## config.mk

```make
export PLATFORM = sky130hd
export DESIGN_NAME = uart_baud_gen_frac
export DESIGN_NICKNAME = d
export VERILOG_FILES = /design/src/rtl/uart_pkg.sv /design/src/rtl/uart_frac_acc.sv /design/src/rtl/uart_baud_gen_frac.sv
export SDC_FILE = /design/constraint.sdc
export NUM_CORES = 1
export LEC_CHECK = 0
export ABC_AREA = 1
export CORE_MARGIN = 5
export CORE_UTILIZATION = 57
export CTS_BUF_LIST = sky130_fd_sc_hd__clkbuf_16
export DETAILED_ROUTE_END_ITERATION = 8
export MAX_ROUTING_LAYER = met4
export PLACE_DENSITY = 0.91
export SLEW_MARGIN = 20
export SYNTH_ARGS = -nofsm -noshare
export SYNTH_HDL_FRONTEND = slang
export SYNTH_SLANG_ARGS = --single-unit
export TNS_END_PERCENT = 1
```

## constraint.sdc

```tcl
create_clock -name clk -period 3.3 [get_ports clk]
set_input_delay 0.495 -clock clk [delete_from_list [all_inputs] [get_ports clk]]
set_output_delay 0.495 -clock clk [all_outputs]
set_load 0.05 [all_outputs]
```

## src/rtl/uart_pkg.sv

```systemverilog
// Shared UART baud-generation constants and types.
// The fractional divisor logic is enabled by defining UART_BAUD_FRAC_EN.
package uart_pkg;

    localparam int unsigned DEF_DIV_W      = 16;
    localparam int unsigned DEF_FRAC_W     = 4;
    localparam int unsigned DEF_OVERSAMPLE = 16;

    // Smallest usable integer divisor; lower programmed values are clamped to this.
    localparam int unsigned MIN_DIV = 2;

    typedef struct packed {
        logic [DEF_DIV_W-1:0]  whole;
        logic [DEF_FRAC_W-1:0] frac;
    } div_pair_t;

    // Divisor pairs for 16x oversampling from a 50 MHz clock: 50e6 / (rate * 16).
    localparam div_pair_t BAUD_2400_50M   = '{whole: 16'd1302, frac: 4'd1};
    localparam div_pair_t BAUD_4800_50M   = '{whole: 16'd651,  frac: 4'd1};
    localparam div_pair_t BAUD_9600_50M   = '{whole: 16'd325,  frac: 4'd8};
    localparam div_pair_t BAUD_19200_50M  = '{whole: 16'd162,  frac: 4'd12};
    localparam div_pair_t BAUD_115200_50M = '{whole: 16'd27,   frac: 4'd2};

endpackage

```

## src/rtl/uart_frac_acc.sv

```systemverilog
// Fractional phase accumulator: the carry out of each tick's addition
// lengthens the following oversample period by one clock.
// Used only when UART_BAUD_FRAC_EN is defined.
module uart_frac_acc #(
    parameter int unsigned FRAC_W = 4
) (
    input  logic              clk,
    input  logic              reset,
    input  logic              tick,
    input  logic              clear,
    input  logic [FRAC_W-1:0] frac,
    output logic              extend
);

    logic [FRAC_W-1:0] acc;

    // Accumulate the fractional divisor once per tick; clear wins over tick.
    always_ff @(posedge clk or negedge reset) begin
        if (!reset) begin
            extend <= 1'b0;
            acc    <= '0;
        end else if (clear) begin
            extend <= 1'b0;
            acc    <= '0;
        end else if (tick) begin
            {extend, acc} <= {1'b0, acc} + {1'b0, frac};
        end
    end

endmodule

```

## src/rtl/uart_baud_gen_frac.sv

```systemverilog
// Runtime-programmable UART baud tick generator with shadowed divisor,
// enable gating and RX re-synchronisation. All outputs are clk-domain strobes.
// Macro UART_BAUD_FRAC_EN compiles in the fractional divisor; without it
// div_frac is ignored and the period is always the (clamped) integer divisor.
module uart_baud_gen_frac
    import uart_pkg::*;
#(
    parameter int unsigned DIV_W      = DEF_DIV_W,
    parameter int unsigned FRAC_W     = DEF_FRAC_W,
    parameter int unsigned OVERSAMPLE = DEF_OVERSAMPLE
) (
    input  logic                          clk,
    input  logic                          reset,
    input  logic                          enable,
    input  logic                          div_wr,
    input  logic [DIV_W-1:0]              div_int,
    input  logic [FRAC_W-1:0]             div_frac,
    input  logic                          sync_restart,
    output logic                          os_tick,
    output logic                          mid_tick,
    output logic                          bit_tick,
    output logic [$clog2(OVERSAMPLE)-1:0] os_phase
);

    localparam int unsigned     OS_W    = $clog2(OVERSAMPLE);
    localparam logic [OS_W-1:0] OS_LAST = OS_W'(OVERSAMPLE - 1);
    localparam logic [OS_W-1:0] OS_MID  = OS_W'(OVERSAMPLE / 2 - 1);

    logic [DIV_W-1:0] sh_int;
    logic [DIV_W-1:0] act_int;
    logic [DIV_W-1:0] eff_int;
    logic [DIV_W-1:0] last;
    logic [DIV_W-1:0] cnt;
    logic [OS_W-1:0]  os_cnt;
    logic             extend;
    logic             hold;
    logic             tick;
    logic             load_act;

    // Counters are held cleared while disabled or being realigned.
    assign hold     = !enable || sync_restart;
    assign eff_int  = (act_int < DIV_W'(MIN_DIV)) ? DIV_W'(MIN_DIV) : act_int;
    // eff_int >= 2 so P-1 = eff_int-1+extend never wraps.
    assign last     = eff_int - DIV_W'(1) + DIV_W'(extend);
    assign tick     = !hold && (cnt == last);
    // Active divisor only changes at a period boundary, so a running period keeps its length.
    assign load_act = hold || tick;
    assign os_phase = os_cnt;

    // Shadow captures writes; active takes the shadow (or a coincident write) at load points.
    always_ff @(posedge clk or negedge reset) begin
        if (!reset) begin
            sh_int  <= '0;
            act_int <= '0;
        end else begin
            if (div_wr) begin
                sh_int <= div_int;
            end
            if (load_act) begin
                act_int <= div_wr ? div_int : sh_int;
            end
        end
    end

`ifdef UART_BAUD_FRAC_EN
    logic [FRAC_W-1:0] sh_frac;
    logic [FRAC_W-1:0] act_frac;

    // Fractional half of the shadow/active divisor pair, loaded alongside the integer half.
    always_ff @(posedge clk or negedge reset) begin
        if (!reset) begin
            sh_frac  <= '0;
            act_frac <= '0;
        end else begin
            if (div_wr) begin
                sh_frac <= div_frac;
            end
            if (load_act) begin
                act_frac <= div_wr ? div_frac : sh_frac;
            end
        end
    end

    uart_frac_acc #(
        .FRAC_W(FRAC_W)
    ) u_frac_acc (
        .clk   (clk),
        .reset (reset),
        .tick  (tick),
        .clear (hold),
        .frac  (act_frac),
        .extend(extend)
    );
`else
    logic frac_unused;

    assign frac_unused = ^div_frac;
    assign extend      = 1'b0;
`endif

    // Cycle counter and oversample index; os_cnt wraps naturally as OVERSAMPLE is a power of two.
    always_ff @(posedge clk or negedge reset) begin
        if (!reset) begin
            cnt    <= '0;
            os_cnt <= '0;
        end else if (hold) begin
            cnt    <= '0;
            os_cnt <= '0;
        end else if (tick) begin
            cnt    <= '0;
            os_cnt <= os_cnt + OS_W'(1);
        end else begin
            cnt    <= cnt + DIV_W'(1);
        end
    end

    // Registered single-cycle strobes decoded from the pre-increment oversample index.
    always_ff @(posedge clk or negedge reset) begin
        if (!reset) begin
            os_tick  <= 1'b0;
            mid_tick <= 1'b0;
            bit_tick <= 1'b0;
        end else begin
            os_tick  <= tick;
            mid_tick <= tick && (os_cnt == OS_MID);
            bit_tick <= tick && (os_cnt == OS_LAST);
        end
    end

endmodule
```

======== After elaboration in Yosys (flattened, before gate mapping) ========
Index checks and enable logic that the tools add are counted.
operators by class
  divide/modulo/power cells ............... 0
  shift-type cells ........................ 0
  order comparisons ....................... 1
  $mul .................................... 0
  add/sub/neg operators ................... 3
  eq/ne operators ......................... 3
  bitwise logic cells ..................... 0
  reductions and logical operators ........ 8
  muxes and demuxes ....................... 6
operator list
  operator               count
  $mux 16                4
  $add 16x1->16 const B  1
  $eq 16x16->1           1
  $lt 16x2->1 const B    1
  $sub 16x1->16 const B  1
  $mux 4                 2
  $add 4x1->4 const B    1
  $eq 4x3->1 const B     1
  $eq 4x4->1 const B     1
  $logic_and 1x1->1      3
  $logic_not 1->1        2
  $logic_or 1x1->1       2
  $reduce_bool 2->1      1
word-level totals
  memories ................................ 0
  RAM bits ................................ 0
  input bits .............................. 25
  output and inout port bits .............. 7
  register bits ........................... 55
  bits in latches ......................... 0
  memory bits (read-only) ................. 0
  logic and storage cells ................. 28

======== Longest topological paths before layout ========
  depth after elaboration ................. 7
  mapped depth ............................ 19
  gate-level depth less buffers ........... 18

======== Least setup slack after synthesis ========
OpenSTA, ideal clock, no wires.
  path type ............................... register to register
  start ................................... reg act_int[8]
  end ..................................... reg os_cnt[0] (netlist: os_phase[0])
  cell stages (with the launch flop) ...... 16
  period minus slack after synthesis ...... 2.534 ns
  setup time .............................. 0.119 ns
  arrival ................................. 2.415 ns
  required time ........................... 3.181 ns
  slack ................................... 0.766 ns
  buffers on the path ..................... 1
  path through ............................ dfrtp_1 -> nor2_1 -> nand2_1 -> nor2_2 -> nand2_4 -> nand2_1 -> ha_1 -> nand2_1 -> nor3_1 -> xnor2_1 -> o21ai_0 -> nor2_1 -> nand3_4 -> buf_2 -> nand3_1 -> nand2_1
on the way
  longest elaborated chain between the ends .. 6
ends and longest elaborated chain
  element                                 line                       source
  start: declaration                      uart_baud_gen_frac.sv:30   logic [DIV_W-1:0] act_int;
  start signal: assignment                uart_baud_gen_frac.sv:60   act_int <= div_wr ? div_int : sh_int;
  $lt 16x2->1                             uart_baud_gen_frac.sv:42   assign eff_int = (act_int < DIV_W'(MIN_DIV)) ? DIV_W'(MIN_DIV) : act_int;
  $mux 16 (*)                             uart_baud_gen_frac.sv:42
  $sub 16x1->16 (*)                       uart_baud_gen_frac.sv:44   assign last = eff_int - DIV_W'(1) + DIV_W'(extend);
  $eq 16x16->1 (*)                        uart_baud_gen_frac.sv:45   assign tick = !hold && (cnt == last);
  $logic_and 1x1->1 (*)                   uart_baud_gen_frac.sv:45
  $reduce_bool 2->1 (no source line) (*)  n/a
  end signal: assignment                  uart_baud_gen_frac.sv:111  os_cnt <= os_cnt + OS_W'(1);
  end: declaration                        uart_baud_gen_frac.sv:34   logic [OS_W-1:0] os_cnt;
Every way passes the cells marked *; elsewhere a longest branch is shown, timed or not.
A chain may end at the register's enable or synchronous reset.

======== Final worst setup path ========
  start ................................... reg act_int[13]
  end ..................................... reg os_cnt[1] (netlist: os_phase[1])
The elaborated chain is that of the path after synthesis.

==> flow_metrics.py <==
metrics = {
    "critical_path": {
        "crit_required_ps": 3460,
        "cp-startpoint": "act_int[13]",
        "cp_max_fo": 27,
        "end_kind": "flip-flop",
        "cp-start-kind": "flip-flop",
        "worstReg2RegStart": "act_int[13]",
        "critPathArrivalTime_ps": 3090,
        "reg2reg_depth": 16,
        "crit_type": "flip-flop to flip-flop",
    },
    "detailed_routing": {
        "num_vias": 2547,
        "drc": 0,
        "wl_mm": 6.89,
        "antenna_left": 0,
        "dr.pass1.iters": 4,
        "avgViaCountPerCell": 5.36,
        "wl_per_cell_um": 14.5,
        "drt_iter0_drc": 138,
    },
    "job": {
        "max_cap_viol_count": 0,
    },
    "die": {
        "start_util_pct": 59.6,
        "fp.coreArea_um2": 5200,
        "die_w_um": 83.8,
        "die-height_um": 83.8,
        "num_io_pins": 32,
        "rows": 26,
        "dieArea_um2": 7020,
    },
    "sta": {
        "hold_viol_final": 0,
        "min_period_ps": 2930,
        "final-setup-viol-count": 0,
        "max_freq_mhz": 341,
        "worst_pin_slew_ps": 862,
        "maxSlewViolCount": 0,
        "timing.final.crit_share_pct": 88.8,
        "rsz0062_at_grt": "false",
        "setup_tns_ps": 0,
        "skew_ps": 10.2,
        "slew_headroom_pct": 42.5,
    },
    "logic_synthesis": {
        "syn_nets": 404,
        "yosysWarnings": 0,
        "synth_area_um2": 3100,
        "ys_seq_area_share_pct": 44.4,
        "synth_edf_count": 0,
        "synth_top_area_share_pct": 44.4,
        "synthTopCellsByArea": "dfrtp_1 (44%), nand2_1 (11%), nor2_1 (7.0%)",
        "synth_cells": 376,
        "synth_top_area_cell": "dfrtp_1",
        "synth_cell_types": 29,
        "synth-seq-cells": 55,
        "synth_ff_type": "dfrtp_1",
        "synth_area_per_cell_um2": 8.25,
        "async_reset_ff_share_pct": 100,
    },
    "cells_and_area": {
        "register_area_um2": 1380,
        "final_common_cell": "nand2_1",
        "fillers": 364,
        "nets": 432,
        "final_area_um2": 3570,
        "diodes": 0,
        "multi_input_area_um2": 1550,
        "layout_common_cells": "nand2_1 (95), nor2_1 (57), dfrtp_1 (55), nand3_1 (40), inv_1 (35)",
        "fin_util_pct": 68.6,
        "final_cells": 475,
        "syn_to_final_growth_pct": 15.1,
        "drive_above_1_share_pct": 10.6,
    },
    "power": {
        "p_leak_nw": 1.67,
        "ir_worst_vdd_mv": 0.529,
        "p_per_area_nw_per_um2": 436,
    },
    "cts": {
        "cts-root-buf": "clkbuf_16",
        "htreeDepth": 2,
        "clk_pin_slew_ps": 70,
        "post_cts_buffers": 0,
        "cts_hold_buf": 0,
        "cts_buffers": 5,
        "clk_latency_ps": 290,
        "cts.repair.resized": 0,
        "clock-sinks": 55,
        "tritoncts": "done",
        "clockBufferDepth": 2,
    },
    "min_path": {
        "hold_class": "input port to async pin",
    },
    "global_routing": {
        "grt_pass1_wl_mm": 11.8,
        "overflow": 0,
        "antenna_found_initial": 0,
        "grt_max_degree": 41,
        "grt.total_usage_pct": 21.1,
        "grt_pass1_vias": 2663,
    },
    "placed_design": {
        "place_hpwl_mm": 4.94,
        "place_area_um2": 3420,
        "dp_cells": 467,
        "io_buffers": 27,
        "gp_congestion": 0.888,
    },
    "run_status": {
        "status": "completed",
    },
}
## path summary, 6_finish.rpt
check / endpoint / slack, ps
max: os_phase[1] / 370
min reg2reg: sh_int[10] / 500
max reg2reg: os_phase[1] / 370
min: sh_int[12] / 310
min in group clk: sh_int[10] / 500
max in group asynchronous: cnt[4] / 2260
## report_power, final
part / total, mW / internal, mW / switching, mW
Combinational: 0.272 / 0.116 / 0.156
Sequential: 0.767 / 0.719 / 0.0477
Clock: 0.519 / 0.281 / 0.237
Total: 1.56 / 1.12 / 0.441
## stage by stage
| stage | hold slack, ps | power, mW | setup slack [ps] |
|---|---|---|---|
| after floorplan | 199 | 0.958 | 766 |
| after global placement | 479 | 1.03 | 446 |
| after detailed placement | 489 | 1.05 | 383 |
| after CTS | 344 | 1.56 | 336 |
| after global routing | 389 | 1.63 | 44.7 |
| final | 310 | 1.56 | 368 |
## synthesized netlist by cell type (2+ instances only)
library cell,instances
mux2_2,16
a21oi_1,4
nor2_2,5
nand2_4,2
nor3_1,4
inv_1,34
xnor2_1,13
or2_2,2
nand2_1,95
clkbuf_1,4
o21ai_0,3
ha_1,3
nand4_1,7
nor2_1,58
xnor3_1,2
nor3_2,2
buf_6,2
nand3_1,40
o21bai_1,2
buf_2,2
xor2_1,14
dfrtp_1,55
## flip-flops by register name, indices dropped and copies added, names as in the netlist
| register | flops |
|---|---|
| act_int | 16 |
| cnt | 16 |
| sh_int | 16 |
| os_phase | 4 |
| bit_tick | 1 |
| mid_tick | 1 |
| os_tick | 1 |
## worst max-delay path, stage by stage (launching register included)
cell	delay [ps]
dfrtp_1	440
nor2_2	210
nand2_1	100
nor2_2	180
nand2_4	110
nand2_1	90
ha_1	180
nand2_1	120
nor3_1	330
nand2_1	110
nand2_1	80
nand4_1	100
nor2_1	180
nand3_4	120
buf_4	240
nand3_1	100
nand2_1	90
## per-layer routing
layer / up-vias / global-route usage, % / wire length (um)
met5: - / - / 0
met4: 0 / 8.77 / 175
met3: 19 / 3.06 / 330
met2: 77 / 35.9 / 3490
met1: 1206 / 25.1 / 2890
li1: 1245 / - / -
## logic make-up after synthesis
family,after synthesis,share of synthesized area [%]
AOI/OAI and AO/OA,9,1.61
and+or+nand+nor,221,32.0
buffers and inverters,43,5.89
xor gates and xnor gates,29,9.08
adders and majority gates,3,1.21
DFF,55,44.4
muxes,16,5.81
## area by class of cell
class | instances | area share (%)
Inverter | 34 | 3.58
Clock buffer | 5 | 3.51
Sequential cell | 55 | 38.6
Clock inverter | 3 | 0.561
Timing Repair Buffer | 30 | 8.06
Multi-Input combinational cell | 278 | 43.3
Tap cell | 70 | 2.45
Power figures use the tool's default switching activity.
